## src/rtl/peri_dma_pkg.sv

```systemverilog
// peri_dma_pkg: shared types and constants for the peripheral-bus DMA initiator
package peri_dma_pkg;
    localparam int PERI_ADDR_W   = 14;
    localparam int PERI_DATA_W   = 32;
    localparam int DEF_ADDR_STEP = 4;
    typedef enum logic [2:0] {IDLE, READ, CAPT, WRITE, DONE} state_t;
endpackage

```

## src/rtl/peri_dma_if.sv

```systemverilog
// peri_dma_if: peripheral bus bundle
//   address, write_data, we, re : driven by the initiator (master)
//   read_data                   : driven by the responder, registered on the re edge
interface peri_dma_if;
    import peri_dma_pkg::*;
    logic [PERI_ADDR_W-1:0] address;
    logic [PERI_DATA_W-1:0] write_data;
    logic [PERI_DATA_W-1:0] read_data;
    logic                   we;
    logic                   re;
    modport master (output address, write_data, we, re, input read_data);
    modport slave  (input address, write_data, we, re, output read_data);
endinterface

```

## src/rtl/peri_dma_addr_gen.sv

```systemverilog
// peri_dma_addr_gen: 14-bit wrapping address register with load and step
//   clk, rst_n : clock, synchronous active-low reset
//   load       : load load_addr (wins over inc)
//   inc, step  : add step when inc is high
//   addr       : registered address
//   addr_nxt   : value addr takes at the next edge
module peri_dma_addr_gen
    import peri_dma_pkg::*;
(
    input  logic                   clk,
    input  logic                   rst_n,
    input  logic                   load,
    input  logic                   inc,
    input  logic [PERI_ADDR_W-1:0] load_addr,
    input  logic [PERI_ADDR_W-1:0] step,
    output logic [PERI_ADDR_W-1:0] addr,
    output logic [PERI_ADDR_W-1:0] addr_nxt
);
    assign addr_nxt = load ? load_addr : inc ? addr + step : addr;
    always_ff @(posedge clk)
        addr <= !rst_n ? '0 : addr_nxt;
endmodule

```

## src/rtl/peri_dma.sv

```systemverilog
// peri_dma: peripheral-bus DMA, copies length words from src to dst (3 cycles/word)
//   clk, rst_n          : clock, synchronous active-low reset
//   start               : transfer request, accepted only when idle
//   src_addr, dst_addr  : bus addresses, latched on accepted start
//   length              : word count, latched on accepted start
//   src_inc, dst_inc    : advance the address by ADDR_STEP per word
//   busy, done          : transfer in progress, one-cycle completion pulse
//   words_done          : words written in the current or last transfer
//   irq, irq_clr        : sticky completion flag and its clear (PERI_DMA_IRQ_EN only)
//   bus                 : peripheral bus master
module peri_dma
    import peri_dma_pkg::*;
#(
    parameter int ADDR_STEP = DEF_ADDR_STEP,
    parameter int LEN_W     = 8
) (
    input  logic                   clk,
    input  logic                   rst_n,
    input  logic                   start,
    input  logic [PERI_ADDR_W-1:0] src_addr,
    input  logic [PERI_ADDR_W-1:0] dst_addr,
    input  logic [LEN_W-1:0]       length,
    input  logic                   src_inc,
    input  logic                   dst_inc,
    output logic                   busy,
    output logic                   done,
    output logic [LEN_W-1:0]       words_done,
`ifdef PERI_DMA_IRQ_EN
    output logic                   irq,
    input  logic                   irq_clr,
`endif
    peri_dma_if.master             bus
);
    localparam logic [LEN_W-1:0] ONE = LEN_W'(1);
    state_t                 state, state_nxt;
    logic [LEN_W-1:0]       len_q;
    logic                   src_inc_q, dst_inc_q;
    logic                   accept, last;
    logic [PERI_ADDR_W-1:0] src_cur, src_nxt, dst_cur, dst_nxt;
    logic                   re_d, we_d;
    logic [PERI_ADDR_W-1:0] addr_d;
    logic [PERI_DATA_W-1:0] wdata_d;

    // The done pulse trails the DONE state by one cycle, so the IDLE cycle
    // carrying it must also refuse a new start.
    assign accept = state == IDLE && start && !done;
    assign last   = words_done + ONE == len_q;

    peri_dma_addr_gen u_src (
        .clk(clk), .rst_n(rst_n), .load(accept), .inc(state == WRITE && src_inc_q),
        .load_addr(src_addr), .step(PERI_ADDR_W'(ADDR_STEP)),
        .addr(src_cur), .addr_nxt(src_nxt)
    );

    peri_dma_addr_gen u_dst (
        .clk(clk), .rst_n(rst_n), .load(accept), .inc(state == WRITE && dst_inc_q),
        .load_addr(dst_addr), .step(PERI_ADDR_W'(ADDR_STEP)),
        .addr(dst_cur), .addr_nxt(dst_nxt)
    );

    always_ff @(posedge clk)
        state <= !rst_n ? IDLE : state_nxt;

    always_comb begin
        state_nxt = state;
        case (state)
            IDLE:    state_nxt = !accept ? IDLE : length == '0 ? DONE : READ;
            READ:    state_nxt = CAPT;
            CAPT:    state_nxt = WRITE;
            WRITE:   state_nxt = last ? DONE : READ;
            default: state_nxt = IDLE;
        endcase
    end

    // Bus outputs are registered from the next state so they line up with
    // the state itself; the address generators' next values supply the
    // freshly loaded or stepped address. bus.write_data doubles as the
    // capture buffer for the word returned during CAPT.
    always_comb begin
        re_d    = state_nxt == READ;
        we_d    = state_nxt == WRITE;
        addr_d  = re_d ? src_nxt : we_d ? dst_nxt : bus.address;
        wdata_d = state == CAPT ? bus.read_data : bus.write_data;
    end

    always_ff @(posedge clk) begin
        if (!rst_n) begin
            bus.re         <= 1'b0;
            bus.we         <= 1'b0;
            bus.address    <= '0;
            bus.write_data <= '0;
            busy           <= 1'b0;
            done           <= 1'b0;
            words_done     <= '0;
            len_q          <= '0;
            src_inc_q      <= 1'b0;
            dst_inc_q      <= 1'b0;
        end else begin
            bus.re         <= re_d;
            bus.we         <= we_d;
            bus.address    <= addr_d;
            bus.write_data <= wdata_d;
            busy           <= accept || (busy && state != DONE);
            done           <= state == DONE;
            if (accept) begin
                len_q      <= length;
                src_inc_q  <= src_inc;
                dst_inc_q  <= dst_inc;
                words_done <= '0;
            end else if (state == WRITE) begin
                words_done <= words_done + ONE;
            end
        end
    end

`ifdef PERI_DMA_IRQ_EN
    // Setting covers both the DONE state edge and the done-pulse edge, so a
    // clear arriving alongside the pulse cannot win.
    always_ff @(posedge clk)
        irq <= !rst_n ? 1'b0 : state == DONE || done || (irq && !irq_clr);
`endif
endmodule
```

## src/flat_wrapper.sv

```systemverilog
// flat-port wrapper written by rule: the top's interface ports become plain ports
module peri_dma_flat import peri_dma_pkg::*;
#(
    parameter int ADDR_STEP = DEF_ADDR_STEP,
    parameter int LEN_W     = 8
)
  (clk, rst_n, start, src_addr, dst_addr, length, src_inc, dst_inc, busy, done, words_done, bus_address, bus_write_data, bus_we, bus_re, bus_read_data);
  peri_dma_if bus_i ();
  input  logic clk;
  input  logic rst_n;
  input  logic start;
  input  logic [PERI_ADDR_W-1:0] src_addr;
  input  logic [PERI_ADDR_W-1:0] dst_addr;
  input  logic [LEN_W-1:0] length;
  input  logic src_inc;
  input  logic dst_inc;
  output logic busy;
  output logic done;
  output logic [LEN_W-1:0] words_done;
  output wire logic [$bits(bus_i.address)-1:0] bus_address;
  output wire logic [$bits(bus_i.write_data)-1:0] bus_write_data;
  output wire logic [$bits(bus_i.we)-1:0] bus_we;
  output wire logic [$bits(bus_i.re)-1:0] bus_re;
  input wire logic [$bits(bus_i.read_data)-1:0] bus_read_data;
  assign bus_address = bus_i.address;
  assign bus_write_data = bus_i.write_data;
  assign bus_we = bus_i.we;
  assign bus_re = bus_i.re;
  assign bus_i.read_data = bus_read_data;
  peri_dma #(.ADDR_STEP(ADDR_STEP), .LEN_W(LEN_W)) u_core (.clk(clk), .rst_n(rst_n), .start(start), .src_addr(src_addr), .dst_addr(dst_addr), .length(length), .src_inc(src_inc), .dst_inc(dst_inc), .busy(busy), .done(done), .words_done(words_done), .bus(bus_i));
endmodule
```

## config.mk

```make
export PLATFORM = sky130hd
export DESIGN_NAME = peri_dma_flat
export DESIGN_NICKNAME = d
export VERILOG_FILES = /design/src/rtl/peri_dma_pkg.sv /design/src/rtl/peri_dma_if.sv /design/src/rtl/peri_dma_addr_gen.sv /design/src/rtl/peri_dma.sv /design/src/flat_wrapper.sv
export SDC_FILE = /design/constraint.sdc
export NUM_CORES = 1
export LEC_CHECK = 0
export BUFFER_PORTS_ARGS = -buffer_cell sky130_fd_sc_hd__buf_4
export CORE_UTILIZATION = 40
export CTS_BUF_LIST = sky130_fd_sc_hd__clkbuf_4 sky130_fd_sc_hd__clkbuf_8
export DETAILED_ROUTE_END_ITERATION = 8
export SYNTH_ARGS = -nofsm -noshare
export SYNTH_HDL_FRONTEND = slang
export SYNTH_SLANG_ARGS = --single-unit
```

## constraint.sdc

```tcl
create_clock -name clk -period 4.3 [get_ports clk]
set_input_delay 1.29 -clock clk [delete_from_list [all_inputs] [get_ports clk]]
set_output_delay 1.29 -clock clk [all_outputs]
set_load 0.01 [all_outputs]
```

==> reports/metrics.cfg <==
[clock_network]
cts-root-buf = clkbuf_8
cts_buffer_depth = 2
cts_resized = 0
clkSlewWorstSetupHoldPaths_ns = 0.09
cts_setup_buffers = 0
cts.sinks = 99
cts_hold_buffers = 0
cts_tree = yes
clock_latency_ns = 0.37
numCtsBuffers = 9
cts-htree-levels = 3

[power]
cellPowerDensity_nw_per_um2 = 436
power_frac_comb_pct = 27.1
seqPwrFrac_pct = 45.9
leakage_nw = 2.40
power.internal_mw = 1.69
p_switching_uw = 793
sw_frac_of_total_pct = 31.9
pwr-share-clk_pct = 27.0
vdd_drop_max_mv = 0.275

[flow_run]
drv_cap = 0

[sta]
setup_viol_count_final = 0
fin_crit_ns = 2.82
hold_violations = 0
worst_slew_pin_slew_ns = 0.832
final-max-slew-violation-count = 0
hold_slack_ns = 0.463
tns_ns = 0
fmax_ghz = 0.354
setup_ws_ns = 1.48
rsz0062_at_grt = no
fin_worst_skew_ns = 0.0122
finalCritPeriodShare_pct = 65.7
slew_headroom_pct = 44.4

[final_layout]
drive_above_1_share_pct = 24.6
num-fill-cells = 1018
final_nets = 722
diodes = 0
final_area_um2 = 5700
synthToLayoutAreaGrowth_pct = 28.8

[global_route]
grt_pass1_vias = 3779
grt_overflow = 0
antenna_found_initial = 0
grt_max_degree = 71
grt_usage_pct = 20.6
grt_first_pass_wirelength_um = 18300

[hold_path]
hold_path_class = register to register
min_path_cells = 2
min_to = u_core.bus.write_data[16]
hold_path.startpoint = u_core.bus.write_data[16]

[logic_synthesis]
synth.top_cell.area_share_pct = 44.8
synth_seq_cells = 99
syn_area_um2 = 4420
ys_top_cells_by_count = 132 x nand2_1, 99 x dfxtp_1, 40 x a21oi_1
synthFlopType = dfxtp_1
synth_area_per_cell_um2 = 8.29
ys_seq_area_share_pct = 44.8
yosys.cell_count.top_type = nand2_1
synth.distinct_cells = 53
yosysWarnings = 0
async_reset_ff_share_pct = 0
synthCells = 534
synth_area_leaders = dfxtp_1 45%, nand2_1 11%, a21oi_1 4.5%, a21boi_0 3.9%, xnor2_1 3.6%
yosysTopAreaCell = dfxtp_1
synth_nets = 610
synth_enable_flop_cells = 0

[critical_path]
reg2regPathDepth = 8
r2r_slack_ns = 1.70
cp.arrival_ns = 3.09
required_ns = 4.56
cp_max_fo = 26
worstReg2RegStart = u_core.words_done[0]
critPathKind = input pin to register
rr_endpoint = u_core.bus.address[6]
end_kind = register
startpoint_type = input pin

[drt]
dr.pass1.iters = 6
routed_wl_um = 11500
drc = 1
initialDrtViolationCount = 201
via_per_inst = 5.00
final_antenna_net_count = 0
wl_per_cell_um = 14.6
vias = 3952

[placement]
pre_cts_slack_ns = 1.08
numPortBuffers = 130
place.gp.congestion = 0.771
post_dp_cell_area_um2 = 5470
hpwl_um = 8310

[die]
initial_core_util_pct = 41.0
die_w_um = 107
core_region_area_um2 = 10800
die_area_um2 = 11500
fp-row-count = 38
die_h_um = 107
io_pins = 131

[run_status]
violations = DRC
status = complete, but fails checks

## state kept, by name, indices dropped and copies added, names as in the netlist
| name | cells |
|---|---|
| u_core.bus.write_data | 32 |
| u_core.bus.address | 14 |
| u_core.u_dst.addr | 14 |
| u_core.u_src.addr | 14 |
| u_core.len_q | 8 |
| u_core.words_done | 8 |
| u_core.state | 3 |
| u_core.bus.re | 1 |
| u_core.bus.we | 1 |
| u_core.busy | 1 |
| u_core.done | 1 |
| u_core.dst_inc_q | 1 |
| u_core.src_inc_q | 1 |
## area by class of cell
cell class                 count  area [um^2]  share of cell area, %
inverter                       5         18.8                  0.329
clock inverter                 6         87.6                   1.54
clock buffer                  10          138                   2.42
tap                          140          175                   3.07
timing repair buffer         134         1010                   17.7
sequential                    99         1980                   34.8
multi-input combinational    397         2290                   40.2
## routing by layer
metal	track usage, %	up-vias	wire, um
met4	4.21	0	114
met3	7.36	15	725
met5	0	-	0
met1	26.3	1801	5470
li1	-	2026	-
met2	33.5	110	5220
## stage by stage
step	utilization (%)	total power, mW	instances
after global routing	52.8	2.63	791
after global placement	50.7	1.82	775
after CTS	52.8	2.51	791
final	52.8	2.48	791
after floorplan	-	1.55	534
after detailed placement	50.7	1.84	775
## cells in the final DEF, fill, tap and decap left out, drive strengths merged, types with 2 or more instances in the layout
| cell | n |
|---|---|
| a21oi | 41 |
| and2 | 8 |
| buf | 134 |
| and3 | 6 |
| nand2 | 133 |
| a21boi | 23 |
| nand4b | 2 |
| mux2i | 8 |
| xor2 | 17 |
| o221ai | 2 |
| clkinv | 3 |
| inv | 6 |
| ha | 3 |
| nand4 | 3 |
| dfxtp | 99 |
| o211a | 8 |
| nor3 | 5 |
| nand2b | 4 |
| o2111ai | 3 |
| and4 | 2 |
| a221o | 2 |
| o21a | 3 |
| nor2b | 13 |
| xnor2 | 18 |
| nand3 | 21 |
| bufinv | 2 |
| nor4 | 4 |
| nor3b | 4 |
| a31oi | 2 |
| or3 | 4 |
| clkbuf | 10 |
| o21ai | 14 |
| nor2 | 28 |
| o22ai | 3 |
| o211ai | 2 |
## power groups by stage
stage | combinational (mW) | sequential (mW) | clock [mW]
finish | 0.672 | 1.14 | 0.671
global route | 0.746 | 1.16 | 0.731
CTS | 0.676 | 1.14 | 0.690
detailed placement | 0.675 | 1.16 | 0
global placement | 0.667 | 1.16 | 0
floorplan | 0.388 | 1.17 | 0
## worst max-delay path, cell delays in order
cell and delay (ns):
buf_4 0.11, nor4_1 0.41, nand2_1 0.17, a21oi_2 0.29, o21ai_4 0.25, nor3b_1 0.21
or3_1 0.35
## cells by family (layout without fill, tap and decap cells)
family | Yosys count | in the layout | synth area share [%]
AOI/OAI and AO/OA | 109 | 109 | 16.5
xor gates and xnor gates | 35 | 35 | 6.93
adders and majority gates | 3 | 3 | 0.849
buffers and inverters | 38 | 155 | 3.68
DFF | 99 | 99 | 44.8
muxes | 9 | 9 | 2.15
and+or+nand+nor | 241 | 241 | 25.1
## worst max path at each step
| stage | to | cells past startpoint | start |
|---|---|---|---|
| 2_1_floorplan | u_core.bus.address[10] | 6 | length[0] |
| 3_3_place_gp | u_core.bus.address[10] | 7 | length[4] |
| 3_5_place_dp | u_core.bus.address[10] | 7 | length[4] |
| 4_1_cts | u_core.bus.address[10] | 7 | length[4] |
| 5_1_grt | u_core.bus.address[8] | 5 | rst_n |
| 6_report | u_core.bus.address[10] | 7 | length[4] |
Power figures use the tool's default switching activity.
